===== src/rtl/alu_cmd_sequencer.sv =====
// Command sequencer for a 4-bit combinational ALU: operand register file, registered
// ALU drive, result capture and response channel. Optional rsp_zero under ALU_FLAGS_EN.
module alu_cmd_sequencer #(
  parameter int DW       = 4,
  parameter int RF_DEPTH = 4
) (
  input  logic          clk,
  input  logic          rst_n,
  input  logic          cmd_valid,
  output logic          cmd_ready,
  input  logic [2:0]    cmd_op,
  input  logic [1:0]    cmd_dst,
  input  logic [1:0]    cmd_src_a,
  input  logic [1:0]    cmd_src_b,
  input  logic [DW-1:0] cmd_imm,
  output logic          rsp_valid,
  input  logic          rsp_ready,
  output logic [DW-1:0] rsp_data,
  output logic [1:0]    rsp_dst,
`ifdef ALU_FLAGS_EN
  output logic          rsp_zero,
`endif
  output logic [DW-1:0] alu_a,
  output logic [DW-1:0] alu_b,
  output logic [2:0]    alu_sel,
  input  logic [DW-1:0] alu_result
);

  typedef enum logic [1:0] {IDLE, EXEC, RESP} state_t;

  localparam logic [2:0] OP_LDI = 3'b111;

  state_t        state_q, state_d;
  logic [DW-1:0] rf_q [RF_DEPTH];
  logic [DW-1:0] rf_d [RF_DEPTH];
  logic          cmd_ready_q, cmd_ready_d;
  logic          rsp_valid_q, rsp_valid_d;
  logic [DW-1:0] rsp_data_q, rsp_data_d;
  logic [1:0]    rsp_dst_q, rsp_dst_d;
  logic          rsp_zero_q, rsp_zero_d;
  logic [1:0]    dst_q, dst_d;
  logic [DW-1:0] alu_a_q, alu_a_d;
  logic [DW-1:0] alu_b_q, alu_b_d;
  logic [2:0]    alu_sel_q, alu_sel_d;

  // Write-back value and index shared by the LDI and EXEC paths
  logic          wb_en;
  logic [DW-1:0] wb_val;
  logic [1:0]    wb_dst;

  always_comb begin
    state_d     = state_q;
    rf_d        = rf_q;
    cmd_ready_d = cmd_ready_q;
    rsp_valid_d = rsp_valid_q;
    rsp_data_d  = rsp_data_q;
    rsp_dst_d   = rsp_dst_q;
    rsp_zero_d  = rsp_zero_q;
    dst_d       = dst_q;
    alu_a_d     = alu_a_q;
    alu_b_d     = alu_b_q;
    alu_sel_d   = alu_sel_q;
    wb_en       = 1'b0;
    wb_val      = '0;
    wb_dst      = '0;

    case (state_q)
      IDLE: begin
        cmd_ready_d = 1'b1;
        if (cmd_valid && cmd_ready_q) begin
          cmd_ready_d = 1'b0;
          dst_d       = cmd_dst;
          if (cmd_op == OP_LDI) begin
            wb_en   = 1'b1;
            wb_val  = cmd_imm;
            wb_dst  = cmd_dst;
            state_d = RESP;
          end else begin
            alu_a_d   = rf_q[cmd_src_a];
            alu_b_d   = rf_q[cmd_src_b];
            alu_sel_d = cmd_op;
            state_d   = EXEC;
          end
        end
      end
      EXEC: begin
        wb_en   = 1'b1;
        wb_val  = alu_result;
        wb_dst  = dst_q;
        state_d = RESP;
      end
      RESP: begin
        if (rsp_ready) begin
          rsp_valid_d = 1'b0;
          cmd_ready_d = 1'b1;
          state_d     = IDLE;
        end
      end
      default: state_d = IDLE;
    endcase

    if (wb_en) begin
      rf_d[wb_dst] = wb_val;
      rsp_data_d   = wb_val;
      rsp_dst_d    = wb_dst;
      rsp_zero_d   = (wb_val == '0);
      rsp_valid_d  = 1'b1;
    end
  end

  always_ff @(posedge clk or negedge rst_n) begin
    if (!rst_n) begin
      state_q     <= IDLE;
      for (int unsigned i = 0; i < RF_DEPTH; i++) rf_q[i] <= '0;
      cmd_ready_q <= 1'b0;
      rsp_valid_q <= 1'b0;
      rsp_data_q  <= '0;
      rsp_dst_q   <= '0;
      rsp_zero_q  <= 1'b0;
      dst_q       <= '0;
      alu_a_q     <= '0;
      alu_b_q     <= '0;
      alu_sel_q   <= '0;
    end else begin
      state_q     <= state_d;
      rf_q        <= rf_d;
      cmd_ready_q <= cmd_ready_d;
      rsp_valid_q <= rsp_valid_d;
      rsp_data_q  <= rsp_data_d;
      rsp_dst_q   <= rsp_dst_d;
      rsp_zero_q  <= rsp_zero_d;
      dst_q       <= dst_d;
      alu_a_q     <= alu_a_d;
      alu_b_q     <= alu_b_d;
      alu_sel_q   <= alu_sel_d;
    end
  end

  assign cmd_ready = cmd_ready_q;
  assign rsp_valid = rsp_valid_q;
  assign rsp_data  = rsp_data_q;
  assign rsp_dst   = rsp_dst_q;
  assign alu_a     = alu_a_q;
  assign alu_b     = alu_b_q;
  assign alu_sel   = alu_sel_q;

`ifdef ALU_FLAGS_EN
  assign rsp_zero = rsp_zero_q;
`else
  logic unused_zero;
  assign unused_zero = rsp_zero_q;
`endif

endmodule


===== config.mk =====
export PLATFORM = sky130hd
export DESIGN_NAME = alu_cmd_sequencer
export DESIGN_NICKNAME = d
export VERILOG_FILES = /design/src/rtl/alu_cmd_sequencer.sv
export SDC_FILE = /design/constraint.sdc
export NUM_CORES = 1
export LEC_CHECK = 0
export ABC_AREA = 0
export BUFFER_PORTS_ARGS = -buffer_cell sky130_fd_sc_hd__buf_2
export CAP_MARGIN = 20
export CELL_PAD_IN_SITES_DETAIL_PLACEMENT = 1
export CELL_PAD_IN_SITES_GLOBAL_PLACEMENT = 1
export CORE_MARGIN = 1.5
export CORE_UTILIZATION = 47
export CTS_CLUSTER_DIAMETER = 100
export CTS_CLUSTER_SIZE = 12
export DETAILED_ROUTE_END_ITERATION = 8
export PLACE_DENSITY_LB_ADDON = 0.1
export SLEW_MARGIN = 5
export SYNTH_ARGS = -nofsm -noshare
export SYNTH_HDL_FRONTEND = slang
export SYNTH_SLANG_ARGS = --single-unit

===== constraint.sdc =====
create_clock -name clk -period 2.8 [get_ports clk]
set_clock_uncertainty 0.1 [all_clocks]
set_input_delay 0.28 -clock clk [delete_from_list [all_inputs] [get_ports clk]]
set_output_delay 0.28 -clock clk [all_outputs]
set_load 0.02 [all_outputs]

# Yosys cells after proc, flatten, opt, wreduce, memory -nomap -nowiden
# Index checks and enable logic that the tools add are counted.
[totals]
ff_bits = 39
in_bits = 21
output_inout_bits = 19
elab_cells = 65
[op_classes]
eq_ne = 5
bitwise_logic = 4
n_reduce_logical = 11
n_lt_le_gt_ge = 4
muxes = 28
[ops]
columns = ["cell", "n"]
rows = [
  ["4-bit 2-to-1 mux", 7],
  ["4-bit binary-select mux with 2-bit select", 2],
  ["16-bit bitwise mux", 1],
  ["2-bit 2-to-1 mux", 5],
  ["3-bit greater-or-equal comparator, second input constant", 3],
  ["2-bit NOT with 3-bit output", 3],
  ["4-bit demux with 2-bit select", 1],
  ["4-bit one-hot mux with 2 select lines", 1],
  ["2-bit AND reduction", 4],
  ["1-bit 2-to-1 mux", 7],
  ["2-bit one-hot mux with 3 select lines", 1],
  ["2-bit nonzero test", 3],
  ["2-bit != test, second input constant", 2],
  ["1-bit one-hot mux with 2 select lines", 2],
  ["2-bit one-hot mux with 2 select lines", 1],
  ["3-bit == test, second input constant", 1],
  ["3-bit by 1-bit < comparator with 1-bit output, second input constant", 1],
  ["3-bit AND reduction", 1],
  ["2-bit by 1-bit == test with 1-bit output, second input constant", 1],
  ["2-bit == test, second input constant", 1],
  ["1-bit logical AND", 2],
  ["2-bit logical NOT", 1],
  ["1-bit NOT", 1],
]

# Longest topological paths before layout
# Gate-level depths: netlist of the first run.
[logic_depth]
word_depth = 10
ltp_mapped = 6
depth_no_buf = 4

# Least setup slack after synthesis of the first run
# OpenSTA, ideal clock, no wires.
[synth_timing]
kind = "reg-to-reg"
from = "reg cmd_ready_q, in the netlist cmd_ready"
to = "reg alu_a_q[0], in the netlist alu_a[0]"
slack_ps = 937
required_ps = 2572
arrival_ps = 1636
stages_incl_launch_ff = 7
setup_ps = 128
n_path_buf = 2
period_less_slack_ps = 1863
path_cell_list = "dfrtp_1 > nand2_1 > or3_1 > buf_2 > nor2_2 > buf_4 > mux2_1"
[synth_between]
elab_chain_cells = 2
[synth_lines]
columns = ["item", "line", "rtl"]
rows = [
  ["start, declared", "36", "logic cmd_ready_q, cmd_ready_d;"],
  ["start signal, assigned", "127", "cmd_ready_q <= cmd_ready_d;"],
  ["1-bit logical AND", "70", "if (cmd_valid && cmd_ready_q) begin"],
  ["3-bit AND reduction (no line)", "-", ""],
  ["end signal, assigned", "133", "alu_a_q <= alu_a_d;"],
  ["end, declared", "42", "logic [DW-1:0] alu_a_q, alu_a_d;"],
]
# No other way between the ends.
# A chain may end at the register's enable or synchronous reset.

# Worst setup path after layout of the first run
[layout_timing]
from = "reg state_q[1]"
to = "reg alu_b_q[2], in the netlist alu_b[2]"
[layout_between]
elab_chain_cells = 2
[layout_lines]
columns = ["item", "line", "rtl"]
rows = [
  ["start, declared", "33", "state_t state_q, state_d;"],
  ["start signal, assigned", "125", "state_q <= state_d;"],
  ["2-bit logical NOT", "67", "case (state_q)"],
  ["3-bit AND reduction (no line)", "-", ""],
  ["end signal, assigned", "134", "alu_b_q <= alu_b_d;"],
  ["end, declared", "43", "logic [DW-1:0] alu_b_q, alu_b_d;"],
]
# No other way between the ends.

==> flow_metrics.py, run 1 <==
metrics = {
    "critical_path": {
        "critical_path.top_delay_family": "simple AND/OR/NAND/NOR gates",
        "critical_path.max_fanout": 16,
        "critical_path.startpoint_type": "flip-flop",
        "timing.critical_path.required_ns": 2.86,
        "ff2ff_path_depth": 3,
        "cpMaxStageDelayCell": "dfrtp_1",
        "crit-reg2reg-launch": "state_q[1]",
        "worst-r2r-setup-slack_ns": 0.54,
        "critPathCaptureType": "flip-flop",
        "crit-reg2reg-capture": "alu_b[2]",
        "cp_slowest_stage_delay_ns": 0.59,
        "critical_path_arrival_ns": 2.32,
        "criticalPathCategory": "flip-flop to flip-flop",
        "worstPathCellList": "or3_1, nor2_2, mux2_1",
        "worstPathBufferInverterCount": 0,
    },
    "finish": {
        "fin_nets": 209,
        "antenna_cells_inserted": 0,
        "layout-area-overhead-vs-synth_pct": 16.9,
        "post_route_cells_drive_above_1_share_pct": 37.6,
    },
    "power_and_ir_drop": {
        "switchingPower_uw": 889,
        "comb_power_share_pct": 37.6,
        "intPower_uw": 1450,
        "power.static_leakage_uw": 0.00111,
        "switching_share_pct": 38.0,
        "power.share.clock_pct": 20.0,
        "peakVddDrop_mv": 0.564,
        "p_seq_share_pct": 42.4,
        "power-per-cell-area_nw_per_um2": 1020,
    },
    "timing": {
        "slew_headroom_pct": 41.9,
        "fin_tns_setup_ns": 0,
        "report.final.setup_viol": 0,
        "final_max_slew_viol_count": 0,
        "hold_violations": 0,
        "worst_slew_pin_slew_ns": 0.872,
        "grt_setup_unrepaired": "no",
        "period_needed_ns": 2.26,
        "final.period_utilization_pct": 80.6,
        "upper_clock_frequency_limit_ghz": 0.443,
        "setup_slack_ns": 0.543,
    },
    "floorplan": {
        "floorplan.initialDensity_pct": 49.0,
        "die_area_um2": 4570,
        "floorplan.core_area_um2": 4000,
        "floorplan.die.width_um": 67.6,
        "site_row_count": 23,
        "pin_count": 40,
        "chipHeight_um": 67.6,
    },
    "place": {
        "hpwl_mm": 3.56,
        "place_congestion": 0.750,
        "buffer_ports.inserted": 39,
        "post-place-ws_ns": 0.574,
    },
    "run_status": {
        "outcome": "complete, no violations",
    },
    "clock_tree": {
        "cts.repair_timing.setup_buffer_count": 0,
        "postCtsHoldBufs": 0,
        "clockRootBuffer": "clkbuf_8",
        "cts_inserted_buffers": 5,
        "clk_pin_slew_worst_paths_ns": 0.08,
        "clkLatencyLatePin_ns": 0.29,
        "clock_sinks": 39,
        "tritoncts": "done",
        "cts.repair.resized": 0,
        "clock_tree.htree_level_count": 2,
        "clk_path_buf_depth": 2,
    },
    "synth": {
        "synth_largest_area_cell": "dfrtp_1",
        "yosys_register_bits": 39,
        "synth-async-reset-ratio_pct": 100,
        "synth_enable_flop_cells": 0,
        "syn_nets": 170,
        "synth_area_leaders": "dfrtp_1 (50%), mux4_2 (9.2%), mux2_1 (6.9%), mux2_4 (4.6%), nand2_1 (1.9%)",
        "yosys.area.top_type_share_pct": 49.7,
        "synth_warnings": 0,
        "synth-seq-area-share_pct": 49.7,
        "syn_area_per_cell_um2": 13.2,
        "leading_post_synthesis_cells_by_instance_count": "dfrtp_1 (39), mux2_1 (12), nand2_1 (10), nor2_1 (10), mux4_2 (8)",
        "post_synthesis_instance_area_um2": 1960,
        "syn_inst": 149,
        "yosysUniqueCellTypes": 37,
        "prevailing_post_synth_register_cell": "dfrtp_1",
        "yosysMostFrequentCell": "dfrtp_1",
    },
    "grt": {
        "grt_pass1_vias": 1387,
        "pin_count_of_the_biggest_net_entering_global_routing": 40,
        "grt_first_pass_wirelength_mm": 7.33,
        "global_route.overflow_total": 0,
        "groute.usage.overall_pct": 22.5,
        "grt_antenna_before_repair": 0,
    },
    "detailed_routing": {
        "avgRoutedWirePerCell_um": 19.5,
        "detailroute.via_count": 1366,
        "viasPerCell": 5.72,
        "drt-pass1-iter-count": 4,
        "dr.first_iter.drc_count": 63,
        "detail_route.drc_violations": 0,
        "route.final.wire_length_mm": 4.66,
        "antenna_left": 0,
    },
    "min_path": {
        "worstHoldPathType": "input port to async pin",
    },
    "run": {
        "drv.max_cap_violation_count": 0,
    },
}
-- power by group through the flow --
stage / registers, µW / clock network (µW) / logic (µW)
after floorplan: 1080 / 0 / 514
final: 990 / 466 / 879
after detailed placement: 998 / 0 / 887
after global routing: 1020 / 501 / 957
after global placement: 966 / 0 / 859
after CTS: 989 / 475 / 892
-- worst reg2reg max path: stages, from the launching register on --
cell and delay (ns):
dfrtp_1 0.59, or3_1 0.57, nor2_2 0.48, mux2_1 0.39
-- worst max path at each step --
stage                     from  endpoint  slack [ns]  depth (start not counted)
CTS                 state_q[1]  alu_b[0]        0.56                          3
finish              state_q[1]  alu_b[2]        0.54                          3
global placement    state_q[1]  alu_b[0]        0.69                          3
floorplan            cmd_ready  alu_a[0]        0.94                          6
detailed placement  state_q[1]  alu_b[0]        0.57                          3
global route        state_q[1]  alu_a[3]        0.40                          3
-- through the flow --
stage / cell area, µm² / instances / util [%] / hold slack [ns] / total power, µW
2_1_floorplan: 1960 / 149 / - / -0.116 / 1590
3_3_place_gp: 2180 / 231 / 54.5 / 0.318 / 1820
3_5_place_dp: 2180 / 231 / 54.5 / 0.345 / 1890
4_1_cts: 2290 / 239 / 57.3 / 0.0249 / 2360
5_1_grt: 2290 / 239 / 57.3 / 0.0561 / 2480
6_report: 2290 / 239 / 57.3 / 0.00620 / 2340
-- layout make-up --
type | instances | area (µm²)
timing repair buffer | 40 | 203
clock buffer | 5 | 68.8
fill | 425 | 1710
inverter | 4 | 15.0
clock inverter | 3 | 43.8
tap | 50 | 62.6
multi-input combinational | 98 | 925
sequential | 39 | 976
-- cell families after synthesis --
kind of cell,after synthesis,synth area share [%]
flops,39,49.7
mux,29,22.3
compound gates,31,13.8
simple gates,38,11.0
buf+inv,12,3.12
-- per-layer routing --
layer | global-route usage (%) | wire (µm) | part of all wire, % | up-vias
met5 | 0 | 0 | 0 | -
met4 | 5.36 | 17 | 0.36 | 0
met3 | 5.00 | 185 | 4.0 | 2
met2 | 36.4 | 2350 | 50 | 38
met1 | 30.8 | 2110 | 45 | 693
li1 | - | - | - | 633
-- state kept, by name, summed over array words and instances (netlist names) --
signal     cells
rf_q          16
rsp_valid      1
alu_sel        3
rsp_data       4
dst_q          2
state_q        2
alu_a          4
alu_b          4
rsp_dst        2
cmd_ready      1
-- cell usage in the layout, fill, tap and decap left out, types with 2 or more instances in the layout --
cell and instances:
a21o_1 4, a32oi_1 3, mux2_1 12, inv_1 4
nor2_1 10, a22o_1 4, buf_2 39, nor2b_1 4
nand2b_1 2, nand4b_1 2, a21oi_1 5, o21ai_1 3
nor3_1 2, mux2_2 2, clkbuf_8 5, mux2_4 6
dfrtp_1 39, a31oi_1 2, nand2_1 10, mux4_2 8
a211o_1 2, o22a_1 3
Note: power is estimated with default switching activity, not from simulation.
==> run 2, diff against run 1 <==
Settings changed: ABC_AREA 0 to 1, CORE_UTILIZATION 47 to 36.
Clock period 2.8 ns to 2 ns, I/O delays scaled along.
==> flow_metrics.py, run 2 <==
metrics = {
    "run_status": {
        "outcome": "complete, no violations",
    },
    "clock_tree": {
        "clk_pin_slew_worst_paths_ns": 0.07,
        "clockRootBuffer": "clkbuf_8",
        "clock_sinks": 39,
        "tritoncts": "done",
        "clk_path_buf_depth": 2,
        "clock_tree.htree_level_count": 2,
        "clkLatencyLatePin_ns": 0.29,
        "cts.repair.resized": 0,
        "cts_inserted_buffers": 5,
        "cts.repair_timing.setup_buffer_count": 0,
        "postCtsHoldBufs": 2,
    },
    "place": {
        "place_congestion": 0.767,
        "post-place-ws_ns": 0.417,
        "hpwl_mm": 3.69,
        "buffer_ports.inserted": 39,
    },
    "timing": {
        "upper_clock_frequency_limit_ghz": 0.634,
        "timing.hold.ws_ns": 0.0262,
        "slew_headroom_pct": 67.2,
        "hold_violations": 0,
        "setup_slack_ns": 0.423,
        "grt_setup_unrepaired": "no",
        "period_needed_ns": 1.58,
        "worst_slew_pin_slew_ns": 0.493,
        "final_max_slew_viol_count": 0,
        "report.final.setup_viol": 0,
        "fin_tns_setup_ns": 0,
        "final.period_utilization_pct": 78.8,
    },
    "synth": {
        "main_combinational_cell_family_by_area_after_synthesis": "simple AND/OR/NAND/NOR gates",
        "synth_largest_area_cell": "dfrtp_1",
        "leading_post_synthesis_cells_by_instance_count": "nand2_1 (87), dfrtp_1 (39), o21ai_0 (25)",
        "syn_inst": 240,
        "yosysMostFrequentCell": "nand2_1",
        "synthMuxAreaShare_pct": 0,
        "synth_enable_flop_cells": 0,
        "area_share_of_and_or_nand_nor_cells_after_synthesis_pct": 30.7,
        "post_synthesis_instance_area_um2": 1950,
        "synth-async-reset-ratio_pct": 100,
        "yosysUniqueCellTypes": 24,
        "syn_area_per_cell_um2": 8.14,
        "syn_nets": 261,
        "post_synth_xor_area_fraction_pct": 0,
        "synth_area_leaders": "dfrtp_1 (50%), nand2_1 (17%), o21ai_0 (6.4%), inv_1 (3.8%), nand3_1 (3.3%)",
        "synth_warnings": 0,
        "yosys_register_bits": 39,
        "prevailing_post_synth_register_cell": "dfrtp_1",
        "synth-adder-area-share_pct": 0,
        "yosys.area.top_type_share_pct": 49.9,
        "area_fraction_in_compound_gates_after_synthesis_pct": 13.1,
        "synth-seq-area-share_pct": 49.9,
    },
    "power_and_ir_drop": {
        "power.static_leakage_uw": 0.00126,
        "power-per-cell-area_nw_per_um2": 1370,
        "peakVddDrop_mv": 0.573,
    },
    "critical_path": {
        "critPathCaptureType": "flip-flop",
        "critical_path.startpoint_type": "flip-flop",
        "timing.critical_path.required_ns": 2.08,
        "worstPathCellList": "nor2_2, nand2_2, nor2_4, nor2_4, nor2_8, nand2_2, nand2_1, nand2_1",
        "critical_path.max_fanout": 9,
        "criticalPathCategory": "flip-flop to flip-flop",
        "critical_path_arrival_ns": 1.66,
        "cpMaxStageDelayCell": "dfrtp_1",
        "cp_slowest_stage_delay_ns": 0.43,
    },
    "finish": {
        "fin_nets": 307,
        "antenna_cells_inserted": 0,
        "final.fill_count": 646,
        "largest_register_ffs": 16,
        "layout.cells.most_common_list": "nand2_1 (87), dfrtp_1 (39), buf_2 (39)",
        "post_route_cells_drive_above_1_share_pct": 25.8,
        "largest_register": "rf_q",
        "layout-area-overhead-vs-synth_pct": 20.5,
        "final_core_utilization_pct": 45.5,
        "layout_commonest_cell": "nand2_1",
    },
    "floorplan": {
        "floorplan.initialDensity_pct": 37.8,
        "floorplan.core_area_um2": 5170,
        "pin_count": 40,
        "site_row_count": 26,
        "chipHeight_um": 76.7,
        "floorplan.die.width_um": 76.7,
        "die_area_um2": 5880,
    },
    "run": {
        "drv.max_cap_violation_count": 0,
    },
    "grt": {
        "global_route.overflow_total": 0,
        "groute.usage.overall_pct": 18.2,
        "grt_pass1_vias": 1666,
        "pin_count_of_the_biggest_net_entering_global_routing": 40,
        "grt_antenna_before_repair": 0,
        "grt_first_pass_wirelength_mm": 8.37,
    },
    "detailed_routing": {
        "antenna_left": 0,
        "avgRoutedWirePerCell_um": 13.8,
        "drt-pass1-iter-count": 4,
        "detail_route.drc_violations": 0,
        "route.final.wire_length_mm": 4.92,
        "dr.first_iter.drc_count": 52,
        "viasPerCell": 4.64,
        "detailroute.via_count": 1658,
    },
    "min_path": {
        "worstHoldPathType": "input port to flip-flop",
    },
}
## run 2: cell type report
cell class | count | area [µm²] | share of cell area [%]
well taps | 70 | 87.6 | 3.72
clock buffers | 8 | 100 | 4.25
repair buffers | 43 | 230 | 9.78
flip-flops and latches | 39 | 976 | 41.4
inverters | 26 | 105 | 4.46
multi-input cells | 171 | 856 | 36.3
## run 2: through the flow
stage                     area [µm²]  total power (µW)  cells
after global routing            2350              3470    357
after detailed placement        2230              2660    347
after floorplan                 1950              2220    240
after global placement          2230              2640    347
after CTS                       2350              3280    357
final                           2350              3220    357
## run 2: worst max-delay path: cells and delay by family (launching register included)
kind	cells	cell delay (ns)
AND/OR/NAND/NOR	8	0.93
flip-flops	1	0.43
## run 2: report_power, final
group | switching [µW] | internal [µW]
sequential | 215 | 1110
clock | 269 | 315
combinational | 876 | 434
total | 1360 | 1860
## run 2: kinds of logic (layout without fill, tap and decap cells)
kind of cell,count (synthesis),count (layout)
simple gates,126,126
flops,39,39
compound gates,45,45
buf+inv,30,77
## run 2: worst paths after layout
path / startpoint / endpoint / slack, ns / cells after the start
worst min-delay path: cmd_op[1] / alu_sel[1] / 0.03 / 3
max in group asynchronous: rst_n / rf_q[6] / 1.05 / 3
worst max-delay path: state_q[1] / rf_q[12] / 0.42 / 8
worst max register to register: state_q[1] / rf_q[12] / 0.42 / 8
min in group asynchronous: rst_n / alu_a[1] / 0.40 / 3
worst min register to register: alu_sel[1] / alu_sel[1] / 0.37 / 2
## run 2: metal layers
layer  routed length [µm]  track usage, %
met5                    0               0
met4                   90            6.11
met3                  197            3.33
met2                 2300            29.4
met1                 2330            24.5
==> run 3, diff against run 2 <==
Settings changed: CORE_UTILIZATION 36 to 40.
Clock period 2 ns to 1.6 ns, I/O delays scaled along.
==> flow_metrics.py, run 3 (same netlist as run 2, synthesis figures left out) <==
metrics = {
    "run_status": {
        "outcome": "complete, no violations",
    },
    "clock_tree": {
        "clockRootBuffer": "clkbuf_8",
        "clk_pin_slew_worst_paths_ns": 0.08,
        "clock_sinks": 39,
        "tritoncts": "done",
        "clkLatencyLatePin_ns": 0.29,
        "clk_path_buf_depth": 2,
        "clock_tree.htree_level_count": 2,
        "cts_inserted_buffers": 5,
    },
    "detailed_routing": {
        "drt-pass1-iter-count": 4,
        "avgRoutedWirePerCell_um": 14.5,
        "detail_route.drc_violations": 0,
        "antenna_left": 0,
        "viasPerCell": 4.83,
        "dr.first_iter.drc_count": 131,
        "route.final.wire_length_mm": 5.30,
        "detailroute.via_count": 1768,
    },
    "timing": {
        "worst_slew_pin_slew_ns": 0.514,
        "slew_headroom_pct": 65.8,
        "final_max_slew_viol_count": 0,
        "final.period_utilization_pct": 97.4,
        "grt_setup_unrepaired": "yes",
        "period_needed_ns": 1.56,
        "hold_violations": 0,
        "upper_clock_frequency_limit_ghz": 0.642,
        "report.final.setup_viol": 0,
    },
    "grt": {
        "global_route.overflow_total": 0,
        "grt_antenna_before_repair": 0,
        "pin_count_of_the_biggest_net_entering_global_routing": 40,
        "groute.usage.overall_pct": 20.9,
        "grt_first_pass_wirelength_mm": 8.26,
        "grt_pass1_vias": 1744,
    },
    "run": {
        "drv.max_cap_violation_count": 0,
    },
    "finish": {
        "post_route_cells_drive_above_1_share_pct": 30.8,
        "largest_register": "rf_q",
        "layout_commonest_cell": "nand2_1",
        "layout-area-overhead-vs-synth_pct": 28.6,
        "antenna_cells_inserted": 0,
        "design_area_um2": 2510,
        "largest_register_ffs": 16,
        "layout.cells.most_common_list": "nand2_1 (83), buf_2 (39), dfrtp_1 (37)",
        "fin_nets": 319,
    },
    "place": {
        "buffer_ports.inserted": 39,
        "hpwl_mm": 3.64,
        "post_dp_cell_area_um2": 2240,
        "place_congestion": 0.800,
    },
    "power_and_ir_drop": {
        "power.static_leakage_uw": 0.00132,
        "power-per-cell-area_nw_per_um2": 1740,
        "report.power.total_uw": 4370,
        "peakVddDrop_mv": 0.885,
    },
    "critical_path": {
        "worst-r2r-setup-slack_ns": 0.04,
        "crit-reg2reg-launch": "state_q[0]",
        "crit_end": "rf_q[9]",
        "critical_path.max_fanout": 7,
        "critical_path_arrival_ns": 1.69,
        "critPathCaptureType": "flip-flop",
        "criticalPathCategory": "flip-flop to flip-flop",
        "ff2ff_path_depth": 8,
        "critPathLaunch": "state_q[0]",
        "crit-reg2reg-capture": "rf_q[9]",
        "critical_path.startpoint_type": "flip-flop",
        "timing.critical_path.required_ns": 1.73,
    },
    "floorplan": {
        "die_area_um2": 5310,
        "floorplan.die.width_um": 72.9,
        "floorplan.initialDensity_pct": 41.4,
        "floorplan.core_area_um2": 4720,
        "chipHeight_um": 72.9,
        "pin_count": 40,
        "site_row_count": 25,
    },
    "min_path": {
        "worstHoldPathType": "input port to flip-flop",
    },
}
-- run 3: area by class of cell --
cell class                      instances  area [µm²]
Sequential cell                        39         978
Clock buffer                            6        82.6
Inverter                               26         105
Fill cell                             586        2210
Multi-Input combinational cell        172         907
Tap cell                               67        83.8
Clock inverter                          2        35.0
Timing Repair Buffer                   54         320
-- run 3: repair_timing --
| action | CTS | global route |
|---|---|---|
| endpoints found under the hold margin | 43 | 0 |
| buffers inserted | 0 | 7 |
| hold buffers | 5 | 0 |
| resized for setup | 0 | 13 |
| setup endpoints to repair | 0 | 17 |
-- run 3: report_power, final --
| part | total [µW] | internal (µW) | switching (µW) |
|---|---|---|---|
| sequential | 1670 | 1390 | 280 |
| combinational | 1840 | 645 | 1190 |
| clock | 857 | 505 | 352 |
-- run 3: critical path: stages, from the launching register on --
cell and delay, ns:
dfrtp_2 0.45, nor2_4 0.16, nand2_4 0.08, nor2_4 0.22
nand2_4 0.10, nand2_8 0.13, buf_4 0.12, nand3_1 0.07
nand2_1 0.07
-- run 3: metrics by stage --
stage               setup TNS [ns]  util [%]  hold WS [ns]  instances  setup WS [ns]
floorplan                        0         -        -0.236        240         0.0814
finish                           0      53.2       0.00944        366         0.0422
global route                -0.947      53.2        0.0262        366        -0.0751
global placement                 0      47.4         0.148        345         0.0552
CTS                              0      50.9      0.000608        358         0.0240
detailed placement               0      47.4         0.151        345         0.0355
-- run 3: worst min path at each step --
stage	cells past startpoint	endpoint	startpoint
2_1_floorplan	0	alu_a[0]	rst_n
3_3_place_gp	2	alu_sel[1]	rst_n
3_5_place_dp	2	alu_sel[0]	rst_n
4_1_cts	3	dst_q[0]	cmd_dst[0]
5_1_grt	3	dst_q[0]	cmd_dst[0]
6_report	3	dst_q[0]	cmd_dst[0]
-- run 3: routing by layer --
layer / routed length, µm / GRT usage (%) / part of all wire [%]
met1: 2420 / 26.3 / 46
met2: 2650 / 35.0 / 50
met3: 171 / 4.70 / 3.2
met4: 55 / 7.76 / 1.0
met5: 0 / 0 / 0
